File: src/rtl/two_pulses_pkg.sv
// Shared types and defaults for the two-pulse sequence generator.
// Holds the FSM state encoding and the default gap-counter width.
package two_pulses_pkg;

   localparam int GAP_W_DEFAULT = 4;

   typedef enum logic [2:0] {
      IDLE    = 3'd0,
      X_OPEN  = 3'd1,
      GAP     = 3'd2,
      Y_PULSE = 3'd3,
      X_CLOSE = 3'd4,
      DONE    = 3'd5
   } state_t;

endpackage

File: src/rtl/pulse_gap_cnt.sv
// Loadable down-counter with zero flag, used to time the idle gap between pulses.
// A load takes priority over a decrement, and the count holds at zero once it gets there.
module pulse_gap_cnt #(
   parameter int W = 4
) (
   input  logic         clk,
   input  logic         reset,
   input  logic         load,
   input  logic [W-1:0] load_val,
   input  logic         dec,
   output logic [W-1:0] cnt,
   output logic         zero
);

   // NOTE: sequential state is written with non-blocking assignments only, so every
   // flop samples the pre-edge values and simulation matches the synthesized hardware.
   always_ff @(posedge clk) begin
      if (reset) begin
         cnt <= '0;
      end else if (load) begin
         cnt <= load_val;
      end else if (dec && (cnt != '0)) begin
         cnt <= cnt - W'(1);
      end
   end

   assign zero = (cnt == '0);

endmodule

File: src/rtl/two_pulses_gen.sv
// Emits x, k y pulses, x, each separated by a programmable gap, then a done pulse.
// Config is captured when start is accepted, and every output comes straight from a flop.
module two_pulses_gen
   import two_pulses_pkg::*;
#(
   parameter int GAP_W = GAP_W_DEFAULT
) (
   input  logic             clk,
   input  logic             reset,
   input  logic             start_i,
   input  logic [1:0]       y_cnt_i,
   input  logic [GAP_W-1:0] gap_i,
   output logic             x_o,
   output logic             y_o,
   output logic             busy_o,
   output logic             done_o
);

   state_t           state;
   logic [GAP_W-1:0] gap_cfg;
   logic [1:0]       y_rem;

   logic             gap_load;
   logic [GAP_W-1:0] gap_load_val;
   logic             gap_dec;
   logic [GAP_W-1:0] gap_cnt;
   logic             gap_zero;
   logic             advance;

   // The counter is loaded with gap-1, so the zero flag marks the last GAP cycle.
   // NOTE: every signal driven in always_comb gets a default first, so no path can
   // leave it unassigned and infer a latch.
   always_comb begin
      gap_load     = 1'b0;
      gap_load_val = gap_cfg - GAP_W'(1);
      gap_dec      = 1'b0;
      advance      = 1'b0;
      case (state)
         X_OPEN, Y_PULSE: begin
            gap_load = (gap_cfg != '0);
            advance  = (gap_cfg == '0);
         end
         GAP: begin
            gap_dec = 1'b1;
            advance = gap_zero;
         end
         default: ;
      endcase
   end

   pulse_gap_cnt #(.W(GAP_W)) u_gap_cnt (
      .clk      (clk),
      .reset    (reset),
      .load     (gap_load),
      .load_val (gap_load_val),
      .dec      (gap_dec),
      .cnt      (gap_cnt),
      .zero     (gap_zero)
   );

   always_ff @(posedge clk) begin
      if (reset) begin
         state   <= IDLE;
         gap_cfg <= '0;
         y_rem   <= 2'd0;
         x_o     <= 1'b0;
         y_o     <= 1'b0;
         busy_o  <= 1'b0;
         done_o  <= 1'b0;
      end else begin
         x_o    <= 1'b0;
         y_o    <= 1'b0;
         done_o <= 1'b0;
         case (state)
            IDLE, DONE: begin
               if (start_i) begin
                  state   <= X_OPEN;
                  gap_cfg <= gap_i;
                  y_rem   <= y_cnt_i;
                  x_o     <= 1'b1;
                  busy_o  <= 1'b1;
               end else begin
                  state  <= IDLE;
                  busy_o <= 1'b0;
               end
            end
            X_OPEN, Y_PULSE: begin
               if (!advance) begin
                  state <= GAP;
               end
            end
            GAP: ;
            X_CLOSE: begin
               state  <= DONE;
               busy_o <= 1'b0;
               done_o <= 1'b1;
            end
            default: begin
               state  <= IDLE;
               busy_o <= 1'b0;
            end
         endcase

         // Next pulse: another y while any remain, otherwise the closing x.
         if (advance) begin
            if (y_rem != 2'd0) begin
               state <= Y_PULSE;
               y_o   <= 1'b1;
               y_rem <= y_rem - 2'd1;
            end else begin
               state <= X_CLOSE;
               x_o   <= 1'b1;
            end
         end
      end
   end

endmodule

File: config.mk
export PLATFORM = sky130hd
export DESIGN_NAME = two_pulses_gen
export DESIGN_NICKNAME = d
export VERILOG_FILES = /design/src/rtl/two_pulses_pkg.sv /design/src/rtl/pulse_gap_cnt.sv /design/src/rtl/two_pulses_gen.sv
export SDC_FILE = /design/constraint.sdc
export NUM_CORES = 1
export LEC_CHECK = 0
export CAP_MARGIN = 0
export CORE_MARGIN = 2
export CORE_UTILIZATION = 25
export CTS_BUF_LIST = sky130_fd_sc_hd__clkbuf_2 sky130_fd_sc_hd__clkbuf_4 sky130_fd_sc_hd__clkbuf_8
export CTS_CLUSTER_SIZE = 16
export DETAILED_ROUTE_END_ITERATION = 10
export SLEW_MARGIN = 10
export SYNTH_ARGS = -nofsm -noshare
export SYNTH_HDL_FRONTEND = slang
export SYNTH_SLANG_ARGS = --single-unit
File: constraint.sdc
create_clock -name clk -period 1.8 [get_ports clk]
set_clock_uncertainty 0.2 [all_clocks]
set_input_delay 0.36 -clock clk [delete_from_list [all_inputs] [get_ports clk]]
set_output_delay 0.36 -clock clk [all_outputs]
set_load 0.05 [all_outputs]
Yosys cells after proc, flatten, opt, wreduce, memory -nomap -nowiden
Index checks and enable logic that the tools add are counted.
{"block": "word_totals", "word_cells": 51, "register_bits": 17, "input_bits": 9}
{"block": "classes", "n_reduce_logical": 13, "n_eq_ne": 6, "mux": 20, "addsub": 3, "bitwise_logic": 1}
{"cell": "3-bit one-hot mux with 4 select lines", "count": 1}
{"cell": "1-bit two-way mux", "count": 9}
{"cell": "4-bit logical NOT", "count": 2}
{"cell": "2-bit two-way mux", "count": 4}
{"cell": "4-bit two-way mux", "count": 2}
{"cell": "4-bit nonzero test", "count": 2}
{"cell": "4-bit by 1-bit subtractor with 4-bit output, second input constant", "count": 2}
{"cell": "3-bit by 2-bit == test with 1-bit output, second input constant", "count": 2}
{"cell": "3-bit == test, second input constant", "count": 2}
{"cell": "3-bit two-way mux", "count": 2}
{"cell": "2-bit OR reduction", "count": 3}
{"cell": "1-bit one-hot mux with 2 select lines", "count": 2}
{"cell": "2-bit nonzero test", "count": 2}
{"cell": "3-bit by 1-bit == test with 1-bit output, second input constant", "count": 1}
{"cell": "3-bit logical NOT", "count": 1}
{"cell": "3-bit OR reduction", "count": 1}
{"cell": "2-bit inequality test, second input constant", "count": 1}
{"cell": "2-bit AND reduction", "count": 1}
{"cell": "2-bit by 1-bit subtractor with 2-bit output, second input constant", "count": 1}
{"cell": "1-bit logical AND", "count": 1}
{"cell": "1-bit inverter", "count": 1}

Depth between registers and ports, before layout
Gate-level depths: netlist of run 1.
{"block": "logic_depth", "depth_word": 5, "ltp_mapped": 9, "ltp_nobuf": 8}

By module
A second synthesis of run 1 with hierarchy kept.
{"block": "unflattened", "cells_unflattened": 101, "area_unflattened_um2": 882.1}
{"mod": "two_pulses_gen", "cells_each": 72, "area_per_inst_um2": 619.3, "seq_area_each_um2": 260.2, "n_inst": 1}
{"mod": "pulse_gap_cnt", "cells_each": 29, "area_per_inst_um2": 262.8, "seq_area_each_um2": 80.1, "n_inst": 1}

Least setup slack after synthesis of run 1
OpenSTA, ideal clock, no wires.
{"block": "synth_timing", "path_type": "register to register", "from": "reg gap_cfg[3]", "to": "reg u_gap_cnt.cnt[2]", "t_arrival_ns": 1.517, "path_slack_ns": -0.041, "setup_time_ns": 0.124, "required_ns": 1.476, "stages_incl_launch_ff": 9, "period_less_slack_ns": 1.841, "path_buffers": 0, "path_cell_list": "dfxtp_1 nor4_4 nor2_1 mux2i_1 ha_1 nand3b_1 nor3_1 o21ai_0 o21ai_0"}
{"block": "synth_between", "elab_chain_cells": 3}
{"element": "from (decl)", "line_no": "two_pulses_gen.sv:20", "source": "logic [GAP_W-1:0] gap_cfg;"}
{"element": "from (signal assigned)", "line_no": "two_pulses_gen.sv:78", "source": "gap_cfg <= gap_i;"}
{"element": "4-bit nonzero test *", "line_no": "two_pulses_gen.sv:40", "source": "gap_load = (gap_cfg != '0);"}
{"element": "1-bit two-way mux *", "line_no": "two_pulses_gen.sv:38", "source": "case (state)"}
{"element": "4-bit two-way mux or 2-bit nonzero test (tied branches)"}
{"element": "to (signal assigned)", "line_no": "pulse_gap_cnt.sv:21", "source": "cnt <= load_val;"}
{"element": "to (signal assigned)", "line_no": "pulse_gap_cnt.sv:23", "source": "cnt <= cnt - W'(1);"}
{"element": "to (decl)", "line_no": "pulse_gap_cnt.sv:11", "source": "output logic [W-1:0] cnt,"}
Mark *: on every way between the ends. The rest lies on a longest branch, timed or not.
A chain may end at the register's enable or synchronous reset.

Final worst setup path of run 1
Ends and elaborated chain as after synthesis.

==> flow_metrics.tcl, run 1 <==
set metrics [dict create \
    status "finished with violations" \
    violations "setup timing" \
    rr_startpoint "gap_cfg[3]" \
    cp_max_fo 5 \
    rsz0062_at_grt "true" \
    crit_required_ps 1790 \
    clock_path_buffers 2 \
    holdCritStartpoint "busy_o" \
    vias 785 \
    ys.flop_type "dfxtp_1" \
    core_sq_um 3390 \
    final_antenna_net_count 0 \
    clkSlewWorstSetupHoldPaths_ps 110 \
    p_total_mw 1.26 \
    slowest_stage "dfxtp_1" \
    cp_cell_sequence "nor4_4, nor2_2, mux2i_1, ha_2, nand3b_1, a21oi_1, o21ai_1" \
    pin_count 13 \
    cts_tree "done" \
    startpoint_type "flip-flop" \
    insertedDiodeCount 0 \
    clock_latency_ps 300 \
    synth_seq_cells 17 \
    design_area_sq_um 1180 \
    place_area_sq_um 1140 \
    grt_pass1_vias 794 \
    muxShareOfSynthArea_pct 3.93 \
    ys_types 42 \
    setup_viol 2 \
    hold_path_class "flip-flop to flip-flop" \
    ys_warn_count 0 \
    synth_top_family_by_area "compound AO/OA/AOI/OAI gates" \
    root_buffer "clkbuf_4" \
    numCtsBuffers 3 \
    drt_iter0_drc 23 \
    dp_hpwl_um 1490 \
    finalCritPeriodShare_pct 102 \
    grt_max_degree 12 \
    cts_hold_buf 0 \
    utilization_pct 34.8 \
    critical-path-top-delay-family "flip-flops" \
    drc_errors 0 \
    dr.pass1.iters 4 \
    p_leak_nw 0.430 \
    synth_edf_count 0 \
    finalSetupTns_ps -43.8 \
    async_flop_share_pct 0 \
    grt.total_usage_pct 10.6 \
    arrival_ps 1820 \
    drive_above_1_share_pct 31.4 \
    antenna_found_initial 0 \
    ys_seq_area_share_pct 38.2 \
    synth-xor-area-share_pct 0.983 \
    tightest_slew_ps 412 \
    cp.buffers_inverters 0 \
    syn-cell-area_sq_um 891 \
    nets 129 \
    avgSynthCellArea_sq_um 9.38 \
    synth-simple-area-share_pct 23.9 \
    synth_compound_area_share_pct 26.1 \
    pre_cts_slack_ps 16.1 \
    synthesis.nets 105 \
    gp_congestion 0.835 \
    cts.sinks 17 \
    hold_violations 0 \
    period_needed_ps 1840 \
    grt_pass1_wl_um 3460 \
    io_buffers 12 \
    slew_headroom_pct 72.4 \
    rows 21 \
    yosys.area_share.adder_pct 2.53 \
    area_growth_pct 32.3 \
    drt-total-wl_um 2040 \
    hold_ws_ps 325 \
    fmax_mhz 545 \
    wl_per_cell_um 12.4 \
    maxCapViolCount 0 \
    fin_cells 164 \
    dp_cells 160 \
    crit_type "flip-flop to flip-flop" \
    netlist_instances 95 \
    slowest_delay_ps 500 \
    die_height_um 63.7 \
    grt_overflow 0 \
    peakVddDrop_v 0.000476 \
    vias_per_cell 4.79 \
    endpoint_kind "flip-flop" \
    dieArea_sq_um 4060 \
    start_util_pct 26.3 \
    htreeDepth 1 \
    worst_slack_ps -35.5 \
    drv_slew 0 \
    powerDensity_nw_per_um2 1070 \
    worstSetupStartpoint "gap_cfg[3]" \
    die_w_um 63.7 \
]
layer usage:
| layer | vias to the layer above | routed length [um] | part of all wire (%) | track usage, % |
|---|---|---|---|---|
| met5 | - | 0 | 0 | 0 |
| met4 | 0 | 8 | 0.39 | 2.45 |
| met3 | 2 | 92 | 4.5 | 3.39 |
| met2 | 12 | 1010 | 50 | 18.2 |
| met1 | 377 | 925 | 45 | 12.9 |
| li1 | 394 | - | - | - |
report_power, final:
group	leakage, nW	internal [mW]	switching, mW
Clock	0.0139	0.0846	0.132
Sequential	0.140	0.435	0.0510
Combinational	0.276	0.269	0.293
timing repair:
item                                    CTS  global route
pin swaps                                 7             4
resized for setup                         4             1
endpoints found under the setup margin    1             2
setup buffers                             0             0
Yosys cell counts, types with 2 or more instances:
cell type | instances | area, sq um
nor3_1 | 2 | 10.0
mux2i_1 | 2 | 20.0
o21ai_0 | 6 | 30.0
nand3b_1 | 2 | 15.0
o22ai_1 | 2 | 12.5
a21oi_1 | 7 | 35.0
dfxtp_1 | 17 | 340
nand3_1 | 2 | 10.0
clkbuf_1 | 3 | 11.3
nand2b_1 | 4 | 25.0
nand2_1 | 11 | 41.3
nor2b_1 | 2 | 12.5
nor2_1 | 6 | 22.5
flip-flops by register name, indices dropped and copies added (netlist names):
register       cells
gap_cfg            4
u_gap_cnt.cnt      4
state              3
y_rem              2
busy_o             1
done_o             1
x_o                1
y_o                1
cell type report:
class,count,area (sq um)
inverters,1,3.75
multi-input cells,71,524
flip-flops and latches,17,343
repair buffers,25,220
fillers,342,2210
clock buffers,3,22.5
clock inverters,1,7.51
well taps,46,57.6
worst min-delay path: cells and delay by family (launching register included):
family           cells  cell delay (ps)
flip-flops           1              360
AO/OA/AOI/OAI        1               70
AND/OR/NAND/NOR      1               60
path summary, 6_finish.rpt:
| kind | endpoint | slack (ps) | depth (start not counted) |
|---|---|---|---|
| worst max-delay path | u_gap_cnt.cnt[2] | -40 | 7 |
| worst min-delay path | busy_o | 320 | 2 |
| worst max register to register | u_gap_cnt.cnt[2] | -40 | 7 |
| worst min register to register | busy_o | 320 | 2 |
cell families after synthesis:
group	count (synthesis)
AND/OR/NAND/NOR	36
adder cells (fa/ha/maj)	2
AO/OA/AOI/OAI	29
buffers and inverters	7
XOR/XNOR	1
multiplexers	3
flip-flops	17
placed cells by master, fill, tap and decap left out, types with 2 or more instances in the layout:
cell type / n
a21oi_1: 7
buf_4: 16
clkbuf_4: 3
clkdlybuf4s50_1: 8
dfxtp_1: 15
dfxtp_2: 2
mux2i_1: 2
nand2_1: 11
nand2b_1: 4
nand3_1: 2
nand3b_1: 2
nor2_1: 4
nor2_2: 2
nor2b_1: 2
o21ai_0: 4
o21ai_1: 2
o22ai_1: 2
No activity file was read; power rests on OpenSTA's default activity.
==> run 2, diff against run 1 <==
ABC_CLOCK_PERIOD_IN_PS = 2009   (was unset)
clock period = 2.01 ns   (was 1.8 ns; I/O delays follow)
==> flow_metrics.tcl, run 2 (synthesis gave the netlist of run 1 again) <==
set metrics [dict create \
    drive_above_1_share_pct 28.1 \
    pin_count 13 \
    dp_hpwl_um 1500 \
    mostFrequentLayoutCell "dfxtp_1" \
    start_util_pct 26.3 \
    root_buffer "clkbuf_4" \
    numCtsBuffers 3 \
    vias_per_cell 4.76 \
    crit_required_ps 2040 \
    holdPathStages 2 \
    arrival_ps 1910 \
    die_height_um 63.7 \
    grt_max_degree 11 \
    io_buffers 12 \
    dp_cells 156 \
    tightest_slew_ps 426 \
    peakVddDrop_v 0.000392 \
    cts.sinks 17 \
    antenna_found_initial 0 \
    dieArea_sq_um 4060 \
    drv_slew 0 \
    reg_top3 "gap_cfg x4, u_gap_cnt.cnt x4, state x3" \
    endpoint_kind "flip-flop" \
    pre_cts_slack_ps 61.1 \
    cp_cell_sequence "nor4_4, nor2_2, mux2i_1, ha_2, nand3b_1, nor3_2, o21ai_0, o21ai_0" \
    fin_cells 160 \
    cp_max_fo 3 \
    drt_iter0_drc 28 \
    multiInputGateArea_sq_um 522 \
    nets 125 \
    worstSetupStartpoint "gap_cfg[2]" \
    seq_area_sq_um 343 \
    insertedDiodeCount 0 \
    crit_type "flip-flop to flip-flop" \
    clock_path_buffers 2 \
    status "complete, no violations" \
    rows 21 \
    finalCritPeriodShare_pct 93.6 \
    holdCritStartpoint "busy_o" \
    slew_headroom_pct 71.5 \
    regToRegSetupSlack_ps 130 \
    most-common-layout-cells "15 x dfxtp_1, 13 x buf_4, 11 x nand2_1" \
    startpoint_type "flip-flop" \
    rr_startpoint "gap_cfg[2]" \
    hold_path_class "flip-flop to flip-flop" \
    clock_latency_ps 300 \
    finalSetupTns_ps 0 \
    dr.pass1.iters 4 \
    setup_viol 0 \
    grt.total_usage_pct 10.3 \
    slowest_delay_ps 360 \
    final_antenna_net_count 0 \
    rsz0062_at_grt "false" \
    htreeDepth 1 \
    p_total_mw 1.09 \
    r2r_cells 8 \
    grt_overflow 0 \
    p_leak_nw 0.410 \
    wl_per_cell_um 12.6 \
    hold_violations 0 \
    area_growth_pct 27.0 \
    holdPathEnd "busy_o" \
    cpMostUsedCell "o21ai_0" \
    fmax_mhz 532 \
    fillerInstances 349 \
    die_w_um 63.7 \
    core_sq_um 3390 \
    cts_tree "done" \
    grt_pass1_wl_um 3280 \
    drc_errors 0 \
    period_needed_ps 1880 \
    timing.rr.end "u_gap_cnt.cnt[2]" \
    drt-total-wl_um 2020 \
    maxCapViolCount 0 \
    powerDensity_nw_per_um2 965 \
    cts_setup_buffers 0 \
    vias 762 \
    grt_pass1_vias 709 \
    gp_congestion 0.906 \
    worst_slack_ps 129 \
    clkSlewWorstSetupHoldPaths_ps 100 \
    slowest_stage "dfxtp_1" \
]
[run 2: worst max-delay path by stage]
stage | endpoint | slack [ps] | cells after the start
3_5_place_dp | u_gap_cnt.cnt[2] | 60 | 8
5_1_grt | u_gap_cnt.cnt[2] | 6 | 8
2_1_floorplan | u_gap_cnt.cnt[2] | 170 | 8
4_1_cts | u_gap_cnt.cnt[2] | 50 | 8
3_3_place_gp | u_gap_cnt.cnt[2] | 170 | 8
6_report | u_gap_cnt.cnt[2] | 130 | 8
[run 2: cell type report]
class,count,share of cell area [%]
Clock buffer,3,1.99
Clock inverter,1,0.442
Inverter,1,0.332
Multi-Input combinational cell,71,46.1
Sequential cell,17,30.3
Tap cell,46,5.09
Timing Repair Buffer,21,15.7
[run 2: what timing repair did]
item                       in CTS  in global routing
setup endpoints to repair       0                  1
gates resized for setup         0                  5
hold buffers                    0                  0
[run 2: metrics by stage]
stage,hold WS [ps],cell area [sq um],util [%]
2_1_floorplan,285,891,-
3_3_place_gp,267,1090,32.2
3_5_place_dp,257,1090,32.2
4_1_cts,298,1120,33.0
5_1_grt,323,1130,33.4
6_report,300,1130,33.4
[run 2: worst max-delay path: cells and delay by family (launching register included)]
family,cells,cell delay [ps]
compound gates,2,180
fa+ha+maj,1,220
flops,1,360
mux,1,180
simple gates,4,660
[run 2: where the power goes]
part	total, mW	switching [mW]	internal, mW
Combinational	0.458	0.244	0.214
Clock	0.189	0.115	0.0743
Sequential	0.444	0.0553	0.389
[run 2: metal layers]
metal / vias up / part of all wire, % / GRT usage, %
met4: 0 / 1.1 / 3.26
li1: 390 / - / -
met3: 4 / 3.3 / 3.75
met2: 10 / 49 / 16.4
met1: 358 / 47 / 12.8
met5: - / 0 / 0
